### src/rtl/keypad_pkg.sv
// keypad_pkg: key codes, loader states and default widths shared with the regression core
package keypad_pkg;
   localparam logic [3:0] KEY_CLEAR = 4'hC;
   localparam logic [3:0] KEY_DONE  = 4'hD;
   localparam logic [3:0] KEY_ENTER = 4'hE;
   localparam int ELEM_WIDTH_DEF   = 12;
   localparam int NUM_SAMPLES_DEF  = 3;
   localparam int NUM_FEATURES_DEF = 2;
   typedef enum logic [1:0] {COLLECT, FULL, LOADED} state_t;
endpackage

### src/rtl/digit_accumulator.sv
// digit_accumulator: builds a multi-digit unsigned value, rejecting digits that would overflow
module digit_accumulator #(
   parameter int W = 12
) (
   input  logic         clk,
   input  logic         rst_n,
   input  logic         digit_strobe,
   input  logic [3:0]   digit,
   input  logic         clr,
   output logic [W-1:0] value,
   output logic         overflow
);
   logic [W+3:0] nxt;
   assign nxt      = ({4'd0, value} << 3) + ({4'd0, value} << 1) + {{W{1'b0}}, digit};
   assign overflow = digit_strobe & (|nxt[W+3:W]);
   // accumulator: clear wins, otherwise take value*10+digit when it still fits
   always_ff @(posedge clk) begin
      if (!rst_n || clr) value <= '0;
      else if (digit_strobe && !overflow) value <= nxt[W-1:0];
   end
endmodule

### src/rtl/keypad_matrix_loader.sv
// keypad_matrix_loader: turns decoded keys into the packed X matrix and y vector
module keypad_matrix_loader
   import keypad_pkg::*;
#(
   parameter int ELEM_WIDTH   = ELEM_WIDTH_DEF,
   parameter int NUM_SAMPLES  = NUM_SAMPLES_DEF,
   parameter int NUM_FEATURES = NUM_FEATURES_DEF
) (
   input  logic                                       clk,
   input  logic                                       rst_n,
   input  logic                                       key_valid,
   input  logic [3:0]                                 key_code,
   output logic [NUM_SAMPLES*NUM_FEATURES*ELEM_WIDTH-1:0] X_out,
   output logic [NUM_SAMPLES*ELEM_WIDTH-1:0]          y_out,
   output logic [ELEM_WIDTH-1:0]                      entry_value,
   output logic [3:0]                                 elem_count,
   output logic                                       ready_input_matrix,
   output logic                                       error_overflow,
   output logic                                       error_incomplete
);
   localparam int XN    = NUM_SAMPLES * NUM_FEATURES;
   localparam int TOTAL = XN + NUM_SAMPLES;
   state_t                      state;
   logic [TOTAL*ELEM_WIDTH-1:0] slots;
   logic                        collect, is_digit, enter, clear, done, ovf;
   assign collect  = (state == COLLECT);
   assign is_digit = key_valid && (key_code <= 4'd9);
   assign enter    = key_valid && (key_code == KEY_ENTER);
   assign clear    = key_valid && (key_code == KEY_CLEAR);
   assign done     = key_valid && (key_code == KEY_DONE);
   assign X_out    = slots[XN*ELEM_WIDTH-1:0];
   assign y_out    = slots[TOTAL*ELEM_WIDTH-1:XN*ELEM_WIDTH];
   assign ready_input_matrix = (state == LOADED);
   digit_accumulator #(.W(ELEM_WIDTH)) u_acc (
      .clk          (clk),
      .rst_n        (rst_n),
      .digit_strobe (is_digit && collect),
      .digit        (key_code),
      .clr          (clear || (enter && collect)),
      .value        (entry_value),
      .overflow     (ovf)
   );
   // loader FSM: slot writes, element counter and sticky error flags
   always_ff @(posedge clk) begin
      if (!rst_n || (clear && !collect)) begin
         state            <= COLLECT;
         slots            <= '0;
         elem_count       <= '0;
         error_overflow   <= 1'b0;
         error_incomplete <= 1'b0;
      end else begin
         if (enter && collect) begin
            slots[elem_count*ELEM_WIDTH +: ELEM_WIDTH] <= entry_value;
            elem_count <= elem_count + 4'd1;
            if (elem_count == 4'(TOTAL - 1)) state <= FULL;
         end
         if (done && state == FULL) state <= LOADED;
         if (done && collect) error_incomplete <= 1'b1;
         if (ovf) error_overflow <= 1'b1;
      end
   end
endmodule

### config.mk
export PLATFORM = sky130hd
export DESIGN_NAME = keypad_matrix_loader
export DESIGN_NICKNAME = d
export VERILOG_FILES = /design/src/rtl/keypad_pkg.sv /design/src/rtl/digit_accumulator.sv /design/src/rtl/keypad_matrix_loader.sv
export SDC_FILE = /design/constraint.sdc
export NUM_CORES = 1
export LEC_CHECK = 0
export BUFFER_PORTS_ARGS = -buffer_cell sky130_fd_sc_hd__buf_2
export CAP_MARGIN = 5
export CORE_MARGIN = 3
export CORE_UTILIZATION = 30
export DETAILED_ROUTE_END_ITERATION = 10
export PLACE_DENSITY_LB_ADDON = 0.2
export SLEW_MARGIN = 20
export SYNTH_ARGS = -nofsm -noshare
export SYNTH_HDL_FRONTEND = slang
export SYNTH_SLANG_ARGS = --single-unit
### constraint.sdc
create_clock -name clk -period 5 [get_ports clk]
set_input_delay 0.75 -clock clk [delete_from_list [all_inputs] [get_ports clk]]
set_output_delay 0.75 -clock clk [all_outputs]
set_load 0.005 [all_outputs]
# --- Word level (Yosys, flattened, before mapping) ---
# Index checks and enable logic that the tools add are counted.
op_classes:
  shifts: 2
  add_sub_neg: 4
  n_bitwise: 1
  n_mul: 1
  magnitude_cmp: 1
  eq_ne: 6
  mux: 4
  n_reduce_logical: 23
ops:
  columns: ["op", "count"]
  rows:
  - ["108-bit bitwise mux", 1]
  - ["12-bit by 34-bit variable shift with 108-bit output (first input constant)", 1]
  - ["12-bit by 34-bit indexed part select with 108-bit output", 1]
  - ["8-bit negator with 34-bit output", 1]
  - ["15-bit by 13-bit adder with 16-bit output", 1]
  - ["16-bit by 4-bit adder with 16-bit output", 1]
  - ["4-bit equality test (second input constant)", 4]
  - ["1-bit logical AND", 10]
  - ["4-bit by 2-bit multiplier with 6-bit output (second input constant)", 1]
  - ["2-bit 2-to-1 mux", 3]
  - ["4-bit by 1-bit adder with 4-bit output (second input constant)", 1]
  - ["4-bit <= comparator (second input constant)", 1]
  - ["2-bit AND reduction", 2]
  - ["2-bit nonzero test", 2]
  - ["4-bit OR reduction", 1]
  - ["1-bit zero test", 3]
  - ["1-bit logical OR", 3]
  - ["2-bit by 1-bit equality test with 1-bit output (second input constant)", 1]
  - ["2-bit equality test (second input constant)", 1]
  - ["2-bit zero test", 1]
  - ["2-bit OR reduction", 1]
  - ["1-bit AND", 1]
word_totals:
  regBits: 128
  elab_cells: 49
  output_inout_bits: 127
  inputBits: 7

# --- Longest topological paths before layout ---
# Gate-level depths: netlist of the first run.
logic_depth:
  ltp_word: 6
  mapped_depth: 17
  mapped_depth_nobuf: 13

# --- Cells and area by module ---
# From an unflattened synthesis of the first run, not the netlist that was laid out.
unflattened:
  hier_cells: 878
  hier_area_um2: 7379.6
by_module_without_submodules:
  columns: ["mod", "cells_per_inst", "area_each_um2", "instances", "seq_area_each_um2"]
  rows:
  - ["keypad_matrix_loader", 738, 6148.4, 1, 2322.2]
  - ["digit_accumulator", 140, 1231.2, 1, 240.2]

# --- Least setup slack after synthesis of the first run ---
# Ideal clock, no wire load.
synth_path:
  path_type: "reg2reg"
  from: "reg elem_count[2]"
  to: "reg slots[52]"
  setup_ns: 0.091
  synth_period_minus_slack_ns: 4.087
  n_path_buf: 4
  stages_incl_launch_ff: 17
  required_time_ns: 4.909
  slack_ns: 0.913
  t_arrival_ns: 3.996
  cell_sequence: "dfxtp_1 > clkbuf_1 > clkbuf_1 > inv_1 > fa_1 > clkbuf_1 > nor3b_2 > nand2_1 > a21oi_1 > ha_1 > nor4bb_1 > nand2_1 > nor2_1 > clkbuf_1 > o211ai_1 > nor2b_1 > a311oi_1"
synth_between:
  elab_chain_len: 4
  word_cells_on_any_way: 5
  cone_classes: "1 x add/sub; 1 x mul; 2 x shift; 1 x mux"
synth_lines:
  columns: ["item", "line_no", "text"]
  rows:
  - ["start: declaration", "keypad_matrix_loader.sv:16", "output logic [3:0] elem_count,"]
  - ["start signal: assignment", "keypad_matrix_loader.sv:54", "elem_count <= elem_count + 4'd1;"]
  - ["4-bit by 2-bit multiplier with 6-bit output (*)", "keypad_matrix_loader.sv:53", "slots[elem_count*ELEM_WIDTH +: ELEM_WIDTH] <= entry_value;"]
  - ["8-bit negator with 34-bit output (*)", "keypad_matrix_loader.sv:53", null]
  - ["12-bit by 34-bit indexed part select with 108-bit output / 12-bit by 34-bit variable shift with 108-bit output (equally long branches)", "keypad_matrix_loader.sv:53", null]
  - ["108-bit bitwise mux (*)", "keypad_matrix_loader.sv:53", null]
  - ["end signal: indexed assignment", "keypad_matrix_loader.sv:53", null]
  - ["end: declaration", "keypad_matrix_loader.sv:24", "logic [TOTAL*ELEM_WIDTH-1:0] slots;"]
# Mark *: on every way between the ends. The rest lies on a longest branch, timed or not.
# A chain may end at the register's enable or synchronous reset.

# --- Worst setup path in the final report of the first run ---
layout_path:
  from: "reg elem_count[1]"
  to: "reg slots[73]"
# Same word-level chain as after synthesis.

==> metrics.csv, run 1 <==
metric,value,unit
die_h,161,um
drv_cap,0,
setup.worst_path.end_class,register,
p_leak,3.81,nW
fillers,2524,
crit_fanout,14,
port_buffers,133,
final_cell_mix,"160 x nand2_1, 133 x buf_2, 127 x dfxtp_1, 103 x mux2i_1, 48 x nor2_1",
insertion_delay,0.42,ns
routed_wl,23400,um
hold_buffers,0,
slew_violations,0,
dieArea,0.0259,mm^2
htreeDepth,4,
ir_drop,230,uV
finalClockSkew,0.00781,ns
syn_inst,854,
min_path_type,register to register,
async_flop_share,0,
ff2ff_setup_slack,0.60,ns
synth_ff_type,dfxtp_1,
synth_edf_count,0,
outcome,"complete, no violations",
grtUsageTotal,0.179,
dr.pass1.iters,5,
io_pins,134,
final_util,0.374,
antenna_found_initial,0,
cts_tree,built,
fin_setup_tns,0,ns
grt_pass1_vias,6364,
hpwl,17700,um
yosys.cell_types.count,75,
antenna_left,0,
crit_type,register to register,
period_share,0.880,
hold_violations,0,
wire_per_inst,18.0,um
cts_resized,0,
start_util,0.306,
crit_path_start_kind,register,
required,5.35,ns
drc_errors,0,
p_per_area,294,mW/mm^2
die_w,161,um
antenna_cells,0,
finalCriticalPeriod,4.40,ns
dr.first_iter.drc_count,493,
final_common_cell,nand2_1,
total_power,2.59,mW
gr-total-overflow,0,
coreArea,0.0235,mm^2
synth_seq_area_share,0.355,
whs,0.454,ns
syn_nets,893,
layout.nets,1006,
cts_buffers,17,
setup_viol,0,
via_per_inst,5.12,
synth_top_area_frac,0.355,
clkTransAtPathRegs,0.06,ns
num_rows,56,
grt_pass1_wl,36500,um
syn_area_per_cell,8.44,um^2
drive_gt1_frac,0.204,
post_cts_buffers,0,
syn_area,0.00721,mm^2
synth_area_leader_cell,dfxtp_1,
clockRootBuffer,clkbuf_16,
slew_headroom,0.389,
synthTopCellsByArea,"dfxtp_1 36%, mux2i_1 14%, nand2_1 8.3%",
ys_ff_latch,128,
cts_sinks,128,
tightest_slew,0.915,ns
grt_max_degree,70,
clockBufferDepth,2,
syn2layout_area_growth,22.1,%
arrival,4.75,ns
gp_congestion,0.904,
max_freq,0.227,GHz
vias,6655,
rsz0062_at_grt,no,
yosys_warnings,0,
==> worst paths after layout <==
check	start	endpoint	cells after the start
worst max-delay path	elem_count[1]	slots[73]	13
worst min-delay path	slots[10]	slots[10]	2
worst max register to register	elem_count[1]	slots[73]	13
worst min register to register	slots[10]	slots[10]	2
==> sequential cells by signal (all words and copies together) (netlist names) <==
signal / cells
elem_count: 4
error_incomplete: 1
error_overflow: 1
slots: 108
state: 2
u_acc.value: 12
==> layer usage <==
metal  part of all wire  vias up  track usage
met5                  0        -            0
met1               0.46     3111        0.241
met3              0.060       27       0.0357
met4              0.018        0       0.0548
li1                   -     3303            -
met2               0.46      214        0.291
==> power breakdown <==
group	leakage (nW)	total, mW	switching [mW]	internal, mW
registers	1.03	1.06	0.0314	1.03
clock network	0.294	1.31	0.501	0.809
logic	2.48	0.219	0.137	0.0818
==> critical path, stage by stage, from the launching register on <==
cell and delay (ns):
dfxtp_1 0.39, ha_1 0.21, inv_1 0.06, fa_1 0.50, xnor2_2 0.63, nand2_1 0.20
a21oi_1 0.17, ha_1 0.34, nor4bb_1 0.42, nand2_1 0.28, a311oi_1 0.30, buf_4 0.19
nor2b_1 0.42, mux2i_1 0.23
==> area by class of cell <==
type                       instances  area, um^2  share of cell area
inverter                          16        60.1             0.00682
tap                              319         399              0.0454
clock inverter                    13         179              0.0203
sequential                       128        2560               0.291
multi-input combinational        658        4390               0.499
timing repair buffer             146         763              0.0867
clock buffer                      19         443              0.0503
==> cells in the mapped netlist (5+ instances only) <==
cell / instances
nand3_1: 35
a311oi_1: 7
a21oi_1: 41
o2111ai_1: 5
o22ai_1: 17
mux2i_1: 103
and3_1: 13
nand2b_1: 8
nor2_1: 48
a211o_1: 6
o21ai_1: 6
a31oi_1: 6
a22oi_1: 6
a21o_1: 5
clkbuf_1: 39
nor3_1: 10
o211ai_1: 9
dfxtp_1: 128
o21ai_0: 39
buf_2: 9
xnor2_1: 9
ha_1: 29
a211oi_1: 8
nor2b_1: 13
nand2_1: 160
inv_1: 14
==> through the flow <==
step	instances	area (um^2)	worst slack [ns]
after floorplan	854	7210	0.913
after global placement	1267	8170	0.748
after detailed placement	1267	8170	0.610
after CTS	1299	8790	0.591
after global routing	1299	8800	0.0733
final	1299	8800	0.600
==> kinds of logic after synthesis <==
| group | share of synthesized area |
|---|---|
| AOI/OAI and AO/OA | 0.173 |
| xor gates and xnor gates | 0.0200 |
| adders and majority gates | 0.0587 |
| buffers and inverters | 0.0377 |
| DFF | 0.355 |
| muxes | 0.149 |
| and+or+nand+nor | 0.206 |
(Power assumes the default switching activity.)
==> run 2: changes to the inputs <==
- SYNTH_HIERARCHICAL: unset -> 1
==> run 2 against run 1 <==
  * Clock power decreased by 9%
  * Non-clock buffer count increased by 14
  * Critical path type unchanged
  * Register-to-register slack improved by 0.23 ns
  * Largest power group unchanged
==> metrics.csv, run 2 <==
metric,value,unit,change
synth_area_leader_cell,dfxtp_1,,
die_h,163,um,+1.1%
drv_cap,0,,unchanged
syn2layout_area_growth,21.7,%,
top_register,slots,,
tightest_slew,0.977,ns,+0.0617 ns
min_path_type,register to register,,
critical_path_buf_inv_count,1,,-1
final_cell_mix,"133 x buf_2, 127 x dfxtp_1, 123 x nand2_1, 92 x nor2_1, 78 x mux2i_1",,
num_rows,56,,unchanged
fin_setup_tns,0,ns,unchanged
port_buffers,133,,unchanged
finalCriticalPeriod,4.17,ns,-0.234 ns
synth_edf_count,0,,unchanged
reg_top3,"slots: 108 flops, u_acc/value: 12 flops, elem_count: 4 flops",,
ir_drop,152,uV,-34%
crit_fanout,10,,-4
arrival,4.46,ns,-0.29 ns
synth.most_common_cell,dfxtp_1,,
p_leak,3.95,nW,+3.9%
clkTransAtPathRegs,0.06,ns,about the same
period_share,0.833,,-0.0469
synth_compound_area_frac,0.197,,+0.0232
hold_buffers,0,,unchanged
syn_area_per_cell,8.40,um^2,-0.45%
setup.worst_path.end_class,register,,
cts_resized,0,,unchanged
gp_congestion,0.882,,-2.4%
grt_pass1_vias,6507,,+2.2%
drive_gt1_frac,0.233,,+0.0289
synth_common_cells,"128 x dfxtp_1, 123 x nand2_1, 92 x nor2_1, 78 x mux2i_1, 52 x a21oi_1",,
synth_top_family_by_area,simple AND/OR/NAND/NOR gates,,
slew_headroom,0.344,,-0.0443
syn_inst,878,,+2.8%
crit_family,simple AND/OR/NAND/NOR gates,,
synth.area.mux_share,0.118,,-0.0312
post_cts_buffers,0,,unchanged
ys_ff_latch,128,,unchanged
layout.nets,1040,,+3.4%
dr.first_iter.drc_count,499,,+1.2%
dieArea,0.0265,mm^2,+2.3%
synth-simple-area-share,0.215,,+0.00970
insertion_delay,0.42,ns,about the same
max_freq,0.240,GHz,+5.6%
yosys.cell_types.count,76,,+1.3%
io_pins,134,,unchanged
layout_setup_ws,0.834,ns,+0.234 ns
synthTopCellsByArea,"dfxtp_1 35%, mux2i_1 11%, nand2_1 6.3%",,
antenna_left,0,,unchanged
outcome,"complete, no violations",,
grt_pass1_wl,37400,um,+2.6%
hp-start,slots[103],,
clockBufferDepth,2,,unchanged
crit_start,elem_count[1],,
cts_buffers,17,,unchanged
seq_area,0.00256,mm^2,unchanged
grtUsageTotal,0.181,,+0.00169
wire_per_inst,17.9,um,-0.89%
crit_path_start_kind,register,,
finalClockSkew,0.0133,ns,+0.00544 ns
drc_errors,0,,unchanged
r2r-start,elem_count[1],,
synth_ff_type,dfxtp_1,,
synth_top_area_frac,0.347,,-0.00813
p_per_area,272,mW/mm^2,-7.6%
fillers,2541,,+0.67%
syn_nets,917,,+2.7%
gr-total-overflow,0,,unchanged
routed_wl,23800,um,+1.6%
final_common_cell,buf_2,,
cp_cell_sequence,ha_1 -> inv_1 -> fa_1 -> xnor2_1 -> and2_1 -> nand2_1 -> a21oi_1 -> ha_1 -> nand2_1 -> or4_1 -> a311oi_2 -> and3_1 -> and2b_1 -> mux2i_1 -> nor2_1,,
syn_area,0.00738,mm^2,+2.3%
hpwl,17700,um,about the same
dr.pass1.iters,6,,+1
place_ws,0.823,ns,+0.214 ns
via_per_inst,5.14,,+0.31%
coreArea,0.0238,mm^2,+1.2%
multi_input_area,0.00451,mm^2,+2.6%
htreeDepth,4,,unchanged
yosys_warnings,6,,+6
grt_max_degree,52,,-26%
start_util,0.310,,+0.00349
synth_seq_area_share,0.347,,-0.00813
synth_xor_area_frac,0.0212,,+0.00124
rsz0062_at_grt,no,,
slew_violations,0,,unchanged
antenna_cells,0,,unchanged
crit_type,register to register,,
antenna_found_initial,0,,unchanged
vias,6845,,+2.9%
largest_reg_flops,108,,unchanged
clockRootBuffer,clkbuf_16,,
cts_tree,built,,
required,5.30,ns,-0.05 ns
setup_viol,0,,unchanged
cts_sinks,128,,unchanged
hold_violations,0,,unchanged
critPathMaxStageDelay,0.52,ns,-0.11 ns
synth_fa_ha_area_frac,0.0573,,-0.00134
die_w,163,um,+1.1%
crit_slowest_cell,and3_1,,
async_flop_share,0,,unchanged
==> run 2: changes by cell type after synthesis, sizes merged, moves of 8 or more <==
cell,previous run,this run
o211ai,10,2
mux2i,103,78
o21ai,47,38
nand2,160,124
a21oi,41,58
o22ai,17,0
nor2,49,93
==> run 2: kinds of logic after synthesis <==
| logic type | Yosys count |
|---|---|
| buffers and inverters | 76 |
| AO/OA/AOI/OAI | 202 |
| adder cells (fa/ha/maj) | 32 |
| AND/OR/NAND/NOR | 337 |
| multiplexers | 86 |
| flip-flops | 128 |
| XOR/XNOR | 17 |
==> run 2: through the flow <==
step / hold WS [ns] / cells / instance area, um^2 / util / power, mW
2_1_floorplan: 0.445 / 878 / 7380 / - / 1.20
3_3_place_gp: 0.439 / 1301 / 8410 / 0.353 / 1.27
3_5_place_dp: 0.441 / 1301 / 8410 / 0.353 / 1.27
4_1_cts: 0.448 / 1332 / 8980 / 0.377 / 2.47
5_1_grt: 0.454 / 1332 / 8980 / 0.377 / 2.54
6_report: 0.446 / 1332 / 8980 / 0.377 / 2.44
==> run 2: path summary, 6_finish.rpt <==
| kind | endpoint | slack [ns] | cells after the start |
|---|---|---|---|
| worst max-delay path | slots[64] | 0.83 | 15 |
| worst min-delay path | slots[103] | 0.45 | 2 |
| worst max register to register | slots[64] | 0.83 | 15 |
| worst min register to register | slots[103] | 0.45 | 2 |
==> run 2: routing by layer <==
layer / track usage / vias up / part of all wire
met5: 0 / - / 0
met4: 0.0519 / 0 / 0.016
met3: 0.0392 / 29 / 0.057
met2: 0.284 / 196 / 0.46
met1: 0.249 / 3216 / 0.47
li1: - / 3404 / -
==> run 2: layout make-up <==
class	count	share of cell area
Multi-Input combinational cell	674	0.502
Timing Repair Buffer	160	0.0967
Clock buffer	22	0.0539
Sequential cell	128	0.285
Inverter	20	0.00836
Clock inverter	9	0.00933
Tap cell	319	0.0444
==> run 2: tightest hold or removal path, cell delays in order (launching register included) <==
cell and delay (ns):
dfxtp_1 0.30, nand2_1 0.05, o21ai_1 0.05
==> run 2: power breakdown <==
group | leakage [nW] | internal, mW | switching [mW]
Sequential | 1.03 | 1.03 | 0.0147
Clock | 0.270 | 0.731 | 0.463
Combinational | 2.65 | 0.0726 | 0.134
